<file path="src/rtl/push_packet.sv">
// push_packet: snapshots NUM_CH speed samples on done and streams them out as DATA_SIZE-bit
// words, low word first, honouring downstream full and a GAP_CYCLES inter-word gap.
// Define PUSH_PACKET_FRAME_EN to wrap the payload with a HEADER word and an XOR checksum word.
module push_packet #(
  parameter int                       WIDTH_SPEED = 14,
  parameter int                       DATA_SIZE   = 8,
  parameter int                       NUM_CH      = 2,
  parameter int                       GAP_CYCLES  = 1,
  parameter logic [DATA_SIZE-1:0]     HEADER      = 8'hA5
) (
  input  logic                          clk,
  input  logic                          reset_n,
  input  logic                          done,
  input  logic [NUM_CH*WIDTH_SPEED-1:0] speed,
  input  logic                          full,
  output logic                          write,
  output logic [DATA_SIZE-1:0]          data,
  output logic                          busy,
  output logic                          overrun
);

  localparam int BPC = (WIDTH_SPEED + DATA_SIZE - 1) / DATA_SIZE;
  localparam int P   = NUM_CH * BPC;
`ifdef PUSH_PACKET_FRAME_EN
  localparam bit FRAME = 1'b1;
`else
  localparam bit FRAME = 1'b0;
`endif
  localparam int TOT      = FRAME ? P + 2 : P;
  localparam int IW       = $clog2(TOT + 1);
  localparam int GW       = (GAP_CYCLES < 2) ? 1 : $clog2(GAP_CYCLES);
  localparam int GAP_LOAD = (GAP_CYCLES > 0) ? GAP_CYCLES - 1 : 0;

  typedef enum logic [1:0] {IDLE, LOAD, SEND, GAP} state_t;

  state_t                   r_state;
  state_t                   w_state_nxt;
  logic                     r_write;
  logic [DATA_SIZE-1:0]     r_data;
  logic                     r_busy;
  logic                     r_overrun;
  logic [IW-1:0]            r_idx;
  logic [GW-1:0]            r_gap;
  logic [DATA_SIZE-1:0]     r_csum;
  logic [DATA_SIZE-1:0]     r_snap     [P];
  logic [DATA_SIZE-1:0]     w_snap_nxt [P];
  logic [BPC*DATA_SIZE-1:0] w_pad;
  logic [IW-1:0]            w_pidx;
  logic [DATA_SIZE-1:0]     w_payload;
  logic [DATA_SIZE-1:0]     w_word;
  logic                     w_last;
  logic                     w_is_payload;
  logic                     w_fire;

  function automatic logic [DATA_SIZE-1:0] f_csum_acc(input logic [DATA_SIZE-1:0] acc,
                                                      input logic [DATA_SIZE-1:0] w);
    return acc ^ w;
  endfunction

  // Split every channel into zero-padded words, ready to be captured
  always_comb begin
    w_pad = '0;
    for (int c = 0; c < NUM_CH; c++) begin
      w_pad = '0;
      w_pad[WIDTH_SPEED-1:0] = speed[c*WIDTH_SPEED +: WIDTH_SPEED];
      for (int b = 0; b < BPC; b++) begin
        w_snap_nxt[c*BPC+b] = w_pad[b*DATA_SIZE +: DATA_SIZE];
      end
    end
  end

  // Select the word at the current index: header, payload or checksum
  always_comb begin
    w_last = (r_idx == IW'(TOT - 1));
    w_pidx = FRAME ? (r_idx - IW'(1)) : r_idx;
    w_payload = r_snap[0];
    for (int k = 0; k < P; k++) begin
      w_payload = (w_pidx == IW'(k)) ? r_snap[k] : w_payload;
    end
    w_is_payload = !(FRAME && ((r_idx == '0) || w_last));
    if (FRAME && (r_idx == '0)) begin
      w_word = HEADER;
    end else if (FRAME && w_last) begin
      w_word = r_csum;
    end else begin
      w_word = w_payload;
    end
  end

  // Next state; LOAD already offers word 0 so the first write lands two cycles after done
  always_comb begin
    w_state_nxt = r_state;
    w_fire      = 1'b0;
    case (r_state)
      IDLE: begin
        if (done) begin
          w_state_nxt = LOAD;
        end else begin
          w_state_nxt = IDLE;
        end
      end
      LOAD, SEND: begin
        if (!full) begin
          w_fire = 1'b1;
          if (w_last) begin
            w_state_nxt = IDLE;
          end else if (GAP_CYCLES > 0) begin
            w_state_nxt = GAP;
          end else begin
            w_state_nxt = SEND;
          end
        end else begin
          w_state_nxt = SEND;
        end
      end
      GAP: begin
        if (r_gap == '0) begin
          w_state_nxt = SEND;
        end else begin
          w_state_nxt = GAP;
        end
      end
      default: w_state_nxt = IDLE;
    endcase
  end

  // State register and status/strobe outputs
  always_ff @(posedge clk or negedge reset_n) begin
    if (!reset_n) begin
      r_state   <= IDLE;
      r_write   <= 1'b0;
      r_busy    <= 1'b0;
      r_overrun <= 1'b0;
    end else begin
      r_state   <= w_state_nxt;
      r_write   <= w_fire;
      r_busy    <= (r_state != IDLE) || (w_state_nxt != IDLE);
      r_overrun <= done && (r_state != IDLE);
    end
  end

  // Output word, word index and running checksum
  always_ff @(posedge clk or negedge reset_n) begin
    if (!reset_n) begin
      r_data <= '0;
      r_idx  <= '0;
      r_csum <= '0;
    end else if ((r_state == IDLE) && done) begin
      r_idx  <= '0;
      r_csum <= '0;
    end else if (w_fire) begin
      r_data <= w_word;
      r_idx  <= r_idx + IW'(1);
      if (w_is_payload) begin
        r_csum <= f_csum_acc(r_csum, w_word);
      end
    end
  end

  // Channel snapshot, taken only when a request is accepted
  always_ff @(posedge clk or negedge reset_n) begin
    if (!reset_n) begin
      for (int k = 0; k < P; k++) begin
        r_snap[k] <= '0;
      end
    end else if ((r_state == IDLE) && done) begin
      for (int k = 0; k < P; k++) begin
        r_snap[k] <= w_snap_nxt[k];
      end
    end
  end

  // Inter-word gap counter; the GAP state overlaps the cycle the write is visible
  always_ff @(posedge clk or negedge reset_n) begin
    if (!reset_n) begin
      r_gap <= '0;
    end else if (w_fire && (w_state_nxt == GAP)) begin
      r_gap <= GW'(GAP_LOAD);
    end else if ((r_state == GAP) && (r_gap != '0)) begin
      r_gap <= r_gap - GW'(1);
    end
  end

  assign write   = r_write;
  assign data    = r_data;
  assign busy    = r_busy;
  assign overrun = r_overrun;

endmodule

</file>
<file path="config.mk">
export PLATFORM = sky130hd
export DESIGN_NAME = push_packet
export DESIGN_NICKNAME = d
export VERILOG_FILES = /design/src/rtl/push_packet.sv
export SDC_FILE = /design/constraint.sdc
export NUM_CORES = 1
export LEC_CHECK = 0
export ABC_AREA = 1
export CAP_MARGIN = 0
export CORE_MARGIN = 8
export CORE_UTILIZATION = 55
export DETAILED_ROUTE_END_ITERATION = 10
export GPL_ROUTABILITY_DRIVEN = 0
export PLACE_DENSITY = 0.83
export SYNTH_ARGS = -nofsm -noshare
export SYNTH_HDL_FRONTEND = slang
export SYNTH_SLANG_ARGS = --single-unit
</file>
<file path="constraint.sdc">
create_clock -name clk -period 3.95 [get_ports clk]
set_input_delay 0.395 -clock clk [delete_from_list [all_inputs] [get_ports clk]]
set_output_delay 0.395 -clock clk [all_outputs]
set_load 0.01 [all_outputs]
</file>
# Yosys cells after proc, flatten, opt, wreduce, memory -nomap -nowiden
# Index checks and enable logic that the tools add are counted.
# totals
regBits	45
input_bits	32
elab_cells	47
# classes
add_sub_neg	2
eq_ne	7
mux	14
bitwise_logic	1
n_reduce_logical	12
# ops
op	count
$mux W8	3
$reduce_bool A2 Y1	4
$eq A2 B2 Y1 const B	3
$eq A3 B2 Y1 const B	2
$mux W1	6
$mux W3	2
$pmux W2 S3	1
$logic_and A1 B1 Y1	4
$mux W2	2
$add A3 B1 Y3 const B	1
$eq A3 B1 Y1 const B	1
$eq A2 B1 Y1 const B	1
$logic_not A2 Y1	1
$reduce_and A2 Y1	1
$reduce_or A2 Y1	1
$logic_or A1 B1 Y1	1
$not A1 Y1	1
$sub A1 B1 Y1 const B	1

# Logic depth before layout (Yosys ltp)
# Gate-level depths: netlist of run 1.
# logic_depth
depth_word	7
ltp_mapped	10
mapped_depth_nobuf	10

# Least setup slack after synthesis of run 1
# No wires, ideal clock.
# synth_timing
kind	register -> register
start	register r_idx[2]
end	register r_data[0], in the netlist data[0]
setup_ps	116
arrival_time_ps	1268
required_ps	3834
setup_slack_ps	2566
path_stages_with_launch	11
path_buffers	2
period_less_slack_ps	1384
path_cell_list	dfrtp_1 inv_2 buf_6 ha_1 buf_2 inv_1 nand2_1 inv_1 nand2_1 nand2_1 nand2_1
# synth_between
elab_chain_cells	4
word_cells_on_any_way	6
cone_classes	eq/ne (3); mux (3)
# synth_rtl
element	line	source
start: declaration	42	logic [IW-1:0] r_idx;
start signal: assignment	153	r_idx <= r_idx + IW'(1);
$eq A3 B1 Y1	78	w_payload = (w_pidx == IW'(k)) ? r_snap[k] : w_payload;
$mux W8 (2 in a row)	78	
$mux W8 (*)	78	
end signal: assignment	152	r_data <= w_word;
end: declaration	39	logic [DATA_SIZE-1:0] r_data;
# Mark *: on every way between the ends. The rest lies on a longest branch, timed or not.
# A chain may end at the register's enable or synchronous reset.

# Worst setup path in the final report of run 1
# layout_timing
start	register r_idx[2]
end	register r_data[2], in the netlist data[2]
# The elaborated chain is that of the path after synthesis.

==> reports/metrics.yaml, run 1 <==
floorplanning:
  die_w_microns: 78.5
  die_area_sq_um: 6160
  start_util_pct: 57.8
  ios: 43
  core_area_sq_um: 3720
  rows: 22
  die_y_microns: 78.5
placed_design:
  place_inst: 340
  dpl_cell_area_sq_um: 2540
  place_ws_ns: 2.13
  port_buffers: 42
  dp_hpwl_microns: 3240
global_routing:
  grt_max_degree: 47
  track_usage_pct: 15.8
  gr-total-overflow: 0
  antenna_found_initial: 0
  grt_pass1_wl_microns: 7820
  grt_pass1_vias: 1786
clock_tree:
  clkTransAtPathRegs_ns: 0.08
  cts_tree: "done"
  cts.htree.levels: 2
  clockBufferDepth: 2
  cts_root_buf: "clkbuf_8"
  cts_hold_buf: 0
  numCtsBuffers: 5
  cts_setup_buffers: 0
  worstSkewPairLatency_ns: 0.30
  cts_resized: 0
  clkSinkCount: 45
timing:
  clock.fmax_mhz: 581
  post-route-period-util_pct: 43.6
  finalHoldViolCount: 0
  whs_ns: 0.244
  rsz0062_at_grt: "no"
  clock-skew-final_ns: 0.00411
  worstMarginPinSlew_ns: 0.964
  finalSetupViolations: 0
  finalWorstSetupSlack_ns: 2.23
  finalSetupTns_ns: 0
  relSlewSlack_pct: 35.7
  fin_crit_ns: 1.72
  slew_violations: 0
yosys:
  synth_fa_ha_area_share_pct: 3.50
  synth.area.mux_share_pct: 0
  ys_seq_area_share_pct: 52.4
  yosys.area_share.simple_pct: 26.3
  netlist_area_sq_um: 2150
  avgSynthCellArea_sq_um: 8.32
  synth.net_count: 296
  synth.distinct_cells: 22
  synth_xor_area_share_pct: 0
  synth_compound_area_share_pct: 7.58
  yosysTopAreaCell: "dfrtp_1"
  synth_top_family_by_area: "simple AND/OR/NAND/NOR gates"
  yosysWarningCount: 0
  synth_top_area_share_pct: 52.4
  synthTopCellsByArea: "dfrtp_1 (52%), nand2_1 (18%), inv_1 (5.8%)"
  ys_ff_latch: 45
  syn_inst: 258
routing:
  wl_met2_microns: 2250
  wl_met1_microns: 1900
  drt-total-wl_microns: 4460
  num_vias: 1738
  vias_per_cell: 4.99
  ant_nets: 0
  wl_per_cell_microns: 12.8
  first_iter_violations: 116
  wl_met3_microns: 224
  remaining_drc_errors: 0
  firstDrtPassIters: 4
  routed.top_layer: "met4"
job:
  cap_violations: 0
setup_path:
  cp_slowest_cell: "ha_1"
  worstSetupPathType: "register to register"
  critPathArrivalTime_ns: 1.96
  critical_path.max_fanout: 11
  slowest_delay_ns: 0.45
  cp_common_cell: "nand2_1"
  start_kind: "register"
  worstRegToRegCells: 8
  cpLargestDelayFamily: "buffers and inverters"
  crit_buf_inv: 3
  worstPathRequired_ns: 4.19
  cp.depth: 8
  worstSetupEndpointType: "register"
  path_cells: "inv_2 -> ha_1 -> inv_1 -> nand2_1 -> inv_1 -> nand2_1 -> nand2_1 -> nand2_1"
layout:
  design_area_sq_um: 2650
  utilization_pct: 71.2
  n_antenna_cell: 0
  syn_to_final_growth_pct: 23.3
  nets: 337
  ff_latch_area_sq_um: 1130
  final_cells: 348
  fillers: 312
  multi_input_area_sq_um: 802
  drive_above_1_share_pct: 6.67
power_and_ir_drop:
  p_total_mw: 1.82
  leakage_nw: 1.38
  power.density_nw_per_um2: 688
  ir_worst_vdd_uv: 308
run_status:
  run_status: "finished, final reports clean"
hold_path:
  hp-class: "input port to async pin"
-- per-layer routing --
metal  vias to the layer above  track usage, %
li1                        871               -
met1                       816            18.9
met2                        43            26.3
met3                         8            3.76
met4                         0            7.04
met5                         -               0
-- kinds of logic (layout without fill, tap and decap cells) --
group / count (synthesis) / after routing
DFF: 45 / 45
AOI/OAI and AO/OA: 31 / 31
adders and majority gates: 6 / 6
and+or+nand+nor: 131 / 131
buffers and inverters: 45 / 87
-- sequential cells by signal, indices dropped and copies added (netlist names) --
signal   cells
data         8
busy         1
r_state      2
write        1
r_idx        3
r_snap      28
r_gap        1
overrun      1
-- area by class of cell --
cell class                 count  share of cell area, %
clock buffer                   7                   3.64
clock inverter                 1                  0.189
inverter                      37                   5.34
multi-input combinational    168                   30.3
sequential                    45                   42.6
tap                           48                   2.27
timing repair buffer          42                   15.7
-- final timing paths --
path	start	endpoint	slack (ns)
worst max-delay path	r_idx[2]$_DFFE_PN0P_	data[2]$_DFFE_PN0P_	2.23
worst min-delay path	reset_n	r_snap[26]$_DFFE_PN0P_	0.24
worst max register to register	r_idx[2]$_DFFE_PN0P_	data[2]$_DFFE_PN0P_	2.23
worst min register to register	r_gap$_DFFE_PN0P_	r_gap$_DFFE_PN0P_	0.48
max in group asynchronous	reset_n	r_snap[11]$_DFFE_PN0P_	3.10
min in group clk	r_gap$_DFFE_PN0P_	r_gap$_DFFE_PN0P_	0.48
-- cells in the mapped netlist --
| library cell | number |
|---|---|
| nand2_1 | 103 |
| dfrtp_1 | 45 |
| inv_1 | 33 |
| nand3_1 | 16 |
| o21ai_1 | 12 |
| a21oi_1 | 8 |
| o21ai_0 | 7 |
| buf_6 | 6 |
| ha_1 | 6 |
| nor2_1 | 4 |
| inv_2 | 3 |
| nand2_4 | 3 |
| buf_2 | 2 |
| o22ai_1 | 2 |
| a21oi_2 | 1 |
| a31oi_1 | 1 |
| inv_4 | 1 |
| nand2_2 | 1 |
| nor2_4 | 1 |
| nor2_8 | 1 |
| nor3_1 | 1 |
| or2_0 | 1 |
-- worst register-to-register path: cells and delay by family (launching register included) --
family / cells / cell delay, ns
DFF: 1 / 0.42
buffers and inverters: 3 / 0.48
and+or+nand+nor: 4 / 0.32
adders and majority gates: 1 / 0.45
-- where the power goes --
part,switching (mW),internal (mW)
sequential,0.0859,0.662
combinational,0.456,0.308
clock,0.152,0.158
-- cell usage in the layout, fill, tap and decap left out, drive strengths merged --
cell | netlist | layout
buf | 8 | 1
o22ai | 2 | 2
clkbuf | 0 | 7
inv | 37 | 37
a31oi | 1 | 1
nor3 | 1 | 1
nor2 | 6 | 6
a21oi | 9 | 9
nand2 | 107 | 107
nand3 | 16 | 16
clkinv | 0 | 1
ha | 6 | 6
o21ai | 19 | 19
or2 | 1 | 1
clkdlybuf4s50 | 0 | 41
dfrtp | 45 | 45
Power figures use the tool's default switching activity.
==> inputs of run 2 (changes only) <==
Settings changed: CORE_UTILIZATION 55 to 46, PLACE_DENSITY 0.83 to 0.74.
Clock period 3.95 ns to 1.5 ns, I/O delays scaled along.
==> reports/metrics.yaml, run 2 (synthesized netlist as in run 1, its figures left out) <==
floorplanning:
  die_area_sq_um: 7110
  start_util_pct: 46.7
  die_w_microns: 84.3
  ios: 43
  core_area_sq_um: 4600
  die_y_microns: 84.3
  rows: 25
clock_tree:
  cts_root_buf: "clkbuf_8"
  cts.htree.levels: 2
  cts_tree: "done"
  worstSkewPairLatency_ns: 0.30
  numCtsBuffers: 5
  clkSinkCount: 45
  clockBufferDepth: 2
  clkTransAtPathRegs_ns: 0.09
timing:
  finalSetupViolations: 0
  finalWorstSetupSlack_ns: 0.0992
  clock-skew-final_ns: 0.0117
  finalHoldViolCount: 0
  worstMarginPinSlew_ns: 0.539
  clock.fmax_mhz: 714
  post-route-period-util_pct: 93.4
  rsz0062_at_grt: "yes"
  whs_ns: 0.153
  fin_crit_ns: 1.40
  slew_violations: 0
  finalSetupTns_ns: 0
  relSlewSlack_pct: 64.1
routing:
  ant_nets: 0
  wl_per_cell_microns: 12.2
  remaining_drc_errors: 0
  first_iter_violations: 34
  vias_per_cell: 4.76
  num_vias: 1724
  drt-total-wl_microns: 4420
  firstDrtPassIters: 4
power_and_ir_drop:
  p_total_mw: 4.81
  power.density_nw_per_um2: 1760
  leakage_nw: 1.41
  ir_worst_vdd_uv: 703
setup_path:
  slowest_delay_ns: 0.36
  cp_common_cell: "a21oi_1"
  timing.rr.end: "data[5]$_DFFE_PN0P_"
  critPathArrivalTime_ns: 1.59
  cp-startpoint: "r_state[0]$_DFF_PN0_"
  start_kind: "register"
  worstRegToRegCells: 7
  cp_slowest_cell: "dfrtp_1"
  path_cells: "inv_1 -> ha_1 -> inv_2 -> nor2_8 -> nand2_8 -> a21oi_1 -> a21oi_1"
  critical_path.max_fanout: 15
  worstSetupPathType: "register to register"
  worstSetupEndpointType: "register"
  worstPathRequired_ns: 1.69
  rr_startpoint: "r_state[0]$_DFF_PN0_"
  endpoint: "data[5]$_DFFE_PN0P_"
  r2r_slack_ns: 0.1
job:
  cap_violations: 0
global_routing:
  gr-total-overflow: 0
  grt_max_degree: 45
  antenna_found_initial: 0
  track_usage_pct: 13.6
  grt_pass1_vias: 1770
  grt_pass1_wl_microns: 7850
layout:
  n_antenna_cell: 0
  utilization_pct: 59.4
  final_common_cell: "nand2_1"
  design_area_sq_um: 2730
  final_cells: 362
  largest_reg_flops: 28
  top_register: "r_snap"
  nets: 345
  mostFrequentLayoutCells: "nand2_1 (103), dfrtp_1 (45), clkdlybuf4s50_1 (41)"
  syn_to_final_growth_pct: 27.2
  drive_above_1_share_pct: 10.1
hold_path:
  hp-class: "input port to async pin"
placed_design:
  dpl_cell_area_sq_um: 2620
  place_inst: 353
  dp_hpwl_microns: 3320
  place_ws_ns: 0.0351
  port_buffers: 42
run_status:
  run_status: "finished, final reports clean"
[run 2: metal layers]
| metal | wire length [microns] | up-vias | track usage [%] |
|---|---|---|---|
| met2 | 2160 | 39 | 21.7 |
| li1 | - | 887 | - |
| met4 | 82 | 0 | 6.12 |
| met5 | 0 | - | 0 |
| met1 | 1950 | 792 | 16.5 |
| met3 | 231 | 6 | 3.68 |
[run 2: worst max-delay path: cells and delay by family, from the launching register on]
kind	cells	cell delay, ns
buffers and inverters	2	0.13
adders and majority gates	1	0.31
and+or+nand+nor	2	0.25
AOI/OAI and AO/OA	2	0.23
DFF	1	0.36
[run 2: power breakdown]
part	internal (mW)	total (mW)	leakage [nW]	switching, mW
clock network	0.323	0.712	0.0450	0.390
logic	0.912	2.12	0.806	1.21
registers	1.74	1.98	0.561	0.232
total	2.98	4.81	1.41	1.83
[run 2: area by class of cell]
class	instances	area, sq um
fillers	444	1870
flip-flops and latches	45	1130
multi-input cells	168	823
repair buffers	50	490
inverters	37	141
clock buffers	6	72.6
well taps	54	67.6
clock inverters	2	10.0
[run 2: what timing repair did]
action	CTS	global route
hold buffers	1	0
setup buffers	0	0
endpoints found under the setup margin	0	8
gates resized for setup	0	6
endpoints found under the hold margin	45	0
[run 2: how the worst min path moves through the flow]
stage	startpoint	endpoint	depth (start not counted)
2_1_floorplan	reset_n	busy$_DFF_PN0_	0
3_3_place_gp	reset_n	r_snap[28]$_DFFE_PN0P_	1
3_5_place_dp	reset_n	r_snap[28]$_DFFE_PN0P_	1
4_1_cts	reset_n	r_snap[28]$_DFFE_PN0P_	2
5_1_grt	reset_n	r_snap[28]$_DFFE_PN0P_	2
6_report	reset_n	r_snap[28]$_DFFE_PN0P_	2
==> inputs of run 3 (changes only) <==
Settings changed: CORE_UTILIZATION 46 to 51, PLACE_DENSITY 0.74 to 0.78, SLEW_MARGIN set to 15.
Clock period 1.5 ns to 1.55 ns, I/O delays scaled along.
==> reports/metrics.yaml, run 3 (synthesized netlist as in run 1, its figures left out) <==
power_and_ir_drop:
  leakage_nw: 1.42
  p_total_mw: 4.69
  ir_worst_vdd_uv: 861
  power.density_nw_per_um2: 1720
clock_tree:
  cts_tree: "done"
  clockBufferDepth: 2
  clkTransAtPathRegs_ns: 0.08
  clkSinkCount: 45
  cts.htree.levels: 2
  worstSkewPairLatency_ns: 0.29
  cts_root_buf: "clkbuf_8"
  numCtsBuffers: 5
placed_design:
  port_buffers: 42
  dpl_cell_area_sq_um: 2630
  dp_hpwl_microns: 3460
layout:
  fillers: 342
  design_area_sq_um: 2730
  top_register: "r_snap"
  nets: 345
  syn_to_final_growth_pct: 27.0
  largest_reg_flops: 28
  n_antenna_cell: 0
  mostFrequentLayoutCells: "nand2_1 (103), dfrtp_1 (45), clkdlybuf4s50_1 (41)"
  drive_above_1_share_pct: 9.12
  final_common_cell: "nand2_1"
global_routing:
  track_usage_pct: 15.1
  grt_pass1_wl_microns: 7730
  gr-total-overflow: 0
  antenna_found_initial: 0
  grt_pass1_vias: 1801
  grt_max_degree: 26
routing:
  num_vias: 1761
  ant_nets: 0
  remaining_drc_errors: 0
  first_iter_violations: 100
  wl_per_cell_microns: 12.6
  vias_per_cell: 4.93
  firstDrtPassIters: 5
  drt-total-wl_microns: 4510
floorplanning:
  rows: 23
  core_area_sq_um: 4030
  die_area_sq_um: 6540
  ios: 43
  die_w_microns: 80.9
  die_y_microns: 80.9
  start_util_pct: 53.3
setup_path:
  worstSetupPathType: "register to register"
  worstSetupEndpointType: "register"
  critPathArrivalTime_ns: 1.68
  critical_path.max_fanout: 6
  start_kind: "register"
  worstPathRequired_ns: 1.78
timing:
  finalSetupTns_ns: 0
  post-route-period-util_pct: 93.6
  slew_violations: 0
  clock-skew-final_ns: 0.00487
  finalSetupViolations: 0
  worstMarginPinSlew_ns: 0.473
  clock.fmax_mhz: 690
  fin_crit_ns: 1.45
  finalHoldViolCount: 0
  relSlewSlack_pct: 68.5
  rsz0062_at_grt: "no"
hold_path:
  hp-class: "input port to async pin"
job:
  cap_violations: 0
run_status:
  run_status: "finished, final reports clean"
-- run 3: area by class of cell --
| class | instances | area [sq um] | area share (%) |
|---|---|---|---|
| multi-input combinational | 168 | 807 | 29.6 |
| sequential | 45 | 1130 | 41.3 |
| clock buffer | 7 | 86.3 | 3.17 |
| inverter | 37 | 141 | 5.19 |
| tap | 50 | 62.6 | 2.29 |
| timing repair buffer | 50 | 503 | 18.4 |
-- run 3: what timing repair did --
item | in CTS | in global routing
setup buffers | 0 | 0
resized for setup | 0 | 3
endpoints found under the setup margin | 0 | 3
hold buffers | 1 | 0
endpoints found under the hold margin | 20 | 0
-- run 3: worst paths after layout --
check,from,to,slack [ns],cells past startpoint
min in group clk,speed[7],r_snap[31]$_DFFE_PN0P_,0.39,3
setup reg to reg,r_idx[0]$_DFFE_PN0P_,data[6]$_DFFE_PN0P_,0.1,5
max in group asynchronous,reset_n,data[7]$_DFFE_PN0P_,0.71,3
hold reg to reg,data[2]$_DFFE_PN0P_,data[2]$_DFFE_PN0P_,0.49,2
setup / recovery,r_idx[0]$_DFFE_PN0P_,data[6]$_DFFE_PN0P_,0.1,5
hold / removal,reset_n,r_snap[18]$_DFFE_PN0P_,0.35,2
-- run 3: power by group --
part | internal, mW | switching, mW
clock network | 0.354 | 0.359
registers | 1.69 | 0.231
logic | 0.873 | 1.19
-- run 3: metrics by stage --
step / util, % / cells / hold slack [ns] / setup slack [ns]
6_report: 67.7 / 357 / 0.355 / 0.0999
3_3_place_gp: 65.2 / 349 / 0.137 / 0.107
5_1_grt: 67.7 / 357 / 0.391 / 0.00929
2_1_floorplan: - / 258 / -0.141 / 0.166
3_5_place_dp: 65.2 / 349 / 0.136 / 0.137
4_1_cts: 67.5 / 357 / 0.359 / 0.103
-- run 3: worst max-delay path, stage by stage (launching register included) --
cell and delay (ns):
dfrtp_1 0.41, ha_1 0.21, ha_1 0.25, nor3_1 0.33, nand3_1 0.11, nand2_1 0.08
-- run 3: metal layers --
layer	vias to the layer above	GRT usage, %	wire, microns
li1	891	-	-
met3	9	4.42	242
met1	817	17.9	1950
met4	0	6.96	93
met2	44	24.9	2220
met5	-	0	0
==> RTL edit 1 (settings of run 2) <==
Put one more register stage on the output `overrun`, with the module's reset. The value now appears one clock later. The other outputs are not delayed to match.
--- a/src/rtl/push_packet.sv
+++ b/src/rtl/push_packet.sv
@@ -185,5 +185,11 @@
   assign data    = r_data;
   assign busy    = r_busy;
-  assign overrun = r_overrun;
+  always_ff @(posedge clk or negedge reset_n) begin
+    if (!reset_n) begin
+      overrun <= '0;
+    end else begin
+      overrun <= r_overrun;
+    end
+  end
 
 endmodule
Behaviour: not the same (a bounded check fails within 4 cycles, from zero or initial values and one cycle with reset_n low).
==> RTL edit 1 against run 2 <==
Worst setup slack lost 1.9 ps; design area rose by 2.3%; synthesized area rose by 1.2%; combinational power up 2%; die area rose by 0.94%; total power rose by 3.8%; sequential power rose by 3%; fmax fell by 0.14%; routed wire length grew 3.9%; critical path depth fell by 6; clock skew is 3.1 ps lower; via count up 3.1%; sequential cell count up 1; largest cell class unchanged; clock power up 10%.
==> RTL edit 1: results (changes against run 2) <==
[outcome]
outcome=finished clean  ; unchanged

[global_route]
grt_pass1_vias=1759  ; was 1,770
grt_max_degree=47  ; was 45
grt_pass1_wl_mm=8.02  ; was 7.85 mm
grt_usage=0.138  ; was 0.136

[place]
dp_hpwl_mm=3.44  ; was 3.32 mm
placed_area_um2=2660  ; was 2620 um^2

[finish]
fillers=409  ; was 444
antenna-diode-count=0  ; unchanged
nNetsFinal=348  ; was 345
drive_gt1_frac=0.109  ; was 0.101

[worst_setup_path]
cp_max_fo=2  ; was 15
crit_family=buffers and inverters  ; was flip-flops
cp.arrival_ps=1250  ; was 1590 ps
cp_slowest_cell=clkdlybuf4s50_1  ; was dfrtp_1
max_stage_delay_ps=550  ; was 360 ps

[route]
post_drt_via_cell_ratio=4.87  ; was 4.76
drt_iter0_markers=102  ; was 34
wl_per_cell_um=12.6  ; was 12.2 um

[sta]
relSlewSlack=0.819  ; was 0.641
fin_worst_skew_ps=8.59  ; was 11.7 ps

[power_and_ir_drop]
p_leak_uw=0.00144  ; was 0.00141 uW
sw_frac_of_total=0.389  ; was 0.380
seqPwrFrac=0.409  ; was 0.411
p_per_area_nw_per_um2=1780  ; was 1760 nW/um^2
pwr-share-clk=0.157  ; was 0.148
vdd_drop_max_mv=0.728  ; was 0.703 mV

[synthesis]
yosys-top-cells-area=dfrtp_1 (53%), nand2_1 (18%), inv_1 (5.7%)  ; was dfrtp_1 (52%), nand2_1 (18%), inv_1 (5.8%)
synth_common_cells=nand2_1 (103), dfrtp_1 (46), inv_1 (33), nand3_1 (16), o21ai_1 (12)  ; was nand2_1 (103), dfrtp_1 (45), inv_1 (33), nand3_1 (16), o21ai_1 (12)
ys_seq_area_frac=0.530  ; was 0.524
synthesis.nets=297  ; was 296
synth_top_cell_by_area=dfrtp_1  ; unchanged

[clock_tree]
h-tree-depth=2  ; unchanged
clk_pin_slew_ps=90  ; about the same
clk_path_buf_depth=2  ; unchanged

## RTL edit 1: changes by cell type after synthesis
cell,before,now
dfrtp_1,45,46
## RTL edit 1: cell families after synthesis
| kind of cell | after synthesis | synth area share |
|---|---|---|
| buf+inv | 45 | 0.101 |
| compound gates | 31 | 0.0749 |
| flops | 46 | 0.530 |
| simple gates | 131 | 0.260 |
| fa+ha+maj | 6 | 0.0346 |
## RTL edit 1: final timing paths
kind | from | to | slack, ps | depth (start not counted)
max | data[7]$_DFFE_PN0P_ | data[7] | 100 | 1
min | reset_n | r_snap[31]$_DFFE_PN0P_ | 340 | 3
max reg2reg | r_state[1]$_DFF_PN0_ | data[1]$_DFFE_PN0P_ | 130 | 8
min reg2reg | r_overrun$_DFF_PN0_ | overrun$_DFF_PN0_ | 360 | 0
max in group asynchronous | reset_n | overrun$_DFF_PN0_ | 950 | 3
min in group clk | r_overrun$_DFF_PN0_ | overrun$_DFF_PN0_ | 360 | 0
## RTL edit 1: per-stage QoR
step                setup slack (ps)  TNS (ps)  std cells  hold slack (ps)   util
CTS                             73.6         0        364              350  0.598
global route                   -5.61     -5.61        365              368  0.604
detailed placement              81.0         0        355              147  0.575
floorplan                        116         0        259             -146      -
finish                          97.3         0        365              338  0.604
global placement                 127         0        355              146  0.575
## RTL edit 1: metal layers
| metal | share of wire | global-route usage | up-vias |
|---|---|---|---|
| met5 | 0 | 0 | - |
| met4 | 0.015 | 0.0534 | 0 |
| met3 | 0.049 | 0.0351 | 5 |
| met2 | 0.49 | 0.226 | 46 |
| met1 | 0.45 | 0.170 | 828 |
| li1 | - | - | 899 |
## RTL edit 1: final cells by class
type                       instances  area share
multi-input combinational        168       0.295
clock buffer                       5      0.0246
sequential                        46       0.412
clock inverter                     3     0.00895
tap                               54      0.0242
inverter                          37      0.0506
timing repair buffer              52       0.185
==> RTL edit 2 (config.mk and constraints of run 2) <==
Made on the original files. `NUM_CH`: 2 -> 1.
--- a/src/rtl/push_packet.sv
+++ b/src/rtl/push_packet.sv
@@ -5,5 +5,5 @@
   parameter int                       WIDTH_SPEED = 14,
   parameter int                       DATA_SIZE   = 8,
-  parameter int                       NUM_CH      = 2,
+  parameter int                       NUM_CH      = 1,
   parameter int                       GAP_CYCLES  = 1,
   parameter logic [DATA_SIZE-1:0]     HEADER      = 8'hA5
Interface: changed (resized speed); port bits go from 43 to 29. No check against the original RTL was run, so the function may have changed too.
==> RTL edit 2 against run 2 <==
Total power decreased by 35%; synthesized area decreased by 40%; die area decreased by 33%; worst setup slack improved by 6.3 ps; count of clock-buffer cells in the layout up 1; hold slack better by 43 ps; design area fell by 39%; routed wire length decreased by 42%; sequential cell count shrank 15; critical endpoint is now data[5]; largest cell class unchanged.
==> RTL edit 2: results (changes against run 2) <==
[outcome]
outcome=finished clean  ; unchanged

[clock_tree]
cts_made_buffers=5  ; unchanged
clk_path_buf_depth=2  ; unchanged
root_buffer=clkbuf_4  ; was clkbuf_8
h-tree-depth=2  ; unchanged
clk_pin_slew_ps=90  ; about the same
insertion_delay_ps=330  ; was 300 ps

[min_path]
min_path_type=primary input to asynchronous set/reset pin  ; unchanged

[place]
portBuffers=28  ; was 42
placed_area_um2=1610  ; was 2620 um^2
dp_hpwl_mm=1.97  ; was 3.32 mm

[worst_setup_path]
cp_slowest_cell=clkdlybuf4s50_1  ; was dfrtp_1
crit_family=buffers and inverters  ; was flip-flops
max_stage_delay_ps=540  ; was 360 ps
cp.arrival_ps=1240  ; was 1590 ps
cp_max_fo=2  ; was 15

[finish]
nNetsFinal=202  ; was 345
drive_gt1_frac=0.0934  ; was 0.101
largest_register_ffs=14  ; was 28
top_register=r_snap  ; unchanged
fillers=247  ; was 444
antenna-diode-count=0  ; unchanged

[global_route]
grt_antenna_before_repair=0  ; unchanged
grt_usage=0.130  ; was 0.136
overflow=0  ; unchanged
grt_max_degree=31  ; was 45
grt_pass1_wl_mm=4.51  ; was 7.85 mm
grt_pass1_vias=1051  ; was 1,770

[synthesis]
yosys-top-cells-area=dfrtp_1 (58%), nand2_1 (18%), inv_1 (5.0%)  ; was dfrtp_1 (52%), nand2_1 (18%), inv_1 (5.8%)
synth_async_sr_flop_share=1.00  ; unchanged
synth_common_cells=nand2_1 (62), dfrtp_1 (30), inv_1 (17), o21ai_0 (12), nor2_1 (6)  ; was nand2_1 (103), dfrtp_1 (45), inv_1 (33), nand3_1 (16), o21ai_1 (12)
yosys_warnings=0  ; unchanged
synthesis.nets=168  ; was 296
ys_seq_area_frac=0.584  ; was 0.524
ys_types=15  ; was 22

[route]
remaining_drc_errors=0  ; unchanged
firstDrtPassIters=4  ; unchanged
post_drt_via_cell_ratio=4.62  ; was 4.76
wl_mm=2.57  ; was 4.42 mm
drt_iter0_markers=37  ; was 34

[sta]
worstMarginPinSlew_ps=366  ; was 539 ps
fin_worst_skew_ps=10.3  ; was 11.7 ps

[power_and_ir_drop]
p_leak_uw=0.000849  ; was 0.00141 uW
vdd_drop_max_mv=1.15  ; was 0.703 mV

-- RTL edit 2: cell types whose count changed after synthesis, moves of 2 or more --
cell            run 2  this run
nand2_1           103        62
inv_1              33        17
dfrtp_1            45        30
nand3_1            16         2
o21ai_1            12         4
a21oi_1             8         1
buf_6               6         1
o21ai_0             7        12
ha_1                6         3
inv_2               3         0
nand2_2             1         3
nand2_4             3         1
nor2_1              4         6
o22ai_1             2         0
-- RTL edit 2: stage by stage --
stage	total power [uW]	instances	hold slack, ps	worst slack [ps]
6_report	3110	213	196	105
5_1_grt	3380	213	233	19.3
4_1_cts	3140	213	200	75.1
3_5_place_dp	2640	205	470	102
3_3_place_gp	2580	205	463	212
2_1_floorplan	2120	147	-146	276
-- RTL edit 2: what timing repair did --
item	CTS	global route
endpoints found under the setup margin	0	6
setup buffers	0	0
gates resized for setup	0	1
-- RTL edit 2: routing by layer --
metal | vias up | global-route usage | routed length, um
li1 | 515 | - | -
met4 | 0 | 0.0852 | 38
met1 | 439 | 0.152 | 1100
met5 | - | 0 | 0
met2 | 27 | 0.199 | 1270
met3 | 4 | 0.0452 | 157
-- RTL edit 2: path summary, 6_finish.rpt --
kind	depth (start not counted)	slack (ps)	endpoint	from
worst max-delay path	1	110	data[5]	data[5]$_DFFE_PN0P_
min in group clk	3	340	r_snap[1]$_DFFE_PN0P_	speed[9]
worst max register to register	8	140	data[1]$_DFFE_PN0P_	r_state[1]$_DFF_PN0_
worst min-delay path	2	200	r_snap[1]$_DFFE_PN0P_	reset_n
max in group asynchronous	2	1030	data[0]$_DFFE_PN0P_	reset_n
worst min register to register	2	490	r_snap[14]$_DFFE_PN0P_	r_snap[14]$_DFFE_PN0P_
-- RTL edit 2: worst register-to-register path: stages (launching register included) --
cell	delay, ps
dfrtp_1	370
inv_1	50
ha_1	290
inv_1	80
nor2_4	140
nand2_4	120
inv_2	120
nand2_1	70
nand2_1	60
-- RTL edit 2: power by group --
| group | switching, uW | total [uW] | internal [uW] |
|---|---|---|---|
| Combinational | 720 | 1300 | 582 |
| Clock | 260 | 487 | 227 |
| Sequential | 161 | 1320 | 1160 |
-- RTL edit 2: final cells by class --
cell class,count,area [um^2],area share
Clock inverter,1,5.00,0.00301
Clock buffer,7,55.1,0.0331
Tap cell,31,38.8,0.0233
Sequential cell,30,751,0.451
Inverter,17,63.8,0.0383
Timing Repair Buffer,32,323,0.194
Multi-Input combinational cell,95,429,0.258
-- RTL edit 2: logic make-up (layout without fill, tap and decap cells) --
family / Yosys count / after routing / share of synthesized area
adder cells (fa/ha/maj): 3 / 3 / 0.0292
AO/OA/AOI/OAI: 17 / 17 / 0.0662
AND/OR/NAND/NOR: 75 / 75 / 0.239
flip-flops: 30 / 30 / 0.584
buffers and inverters: 22 / 57 / 0.0818
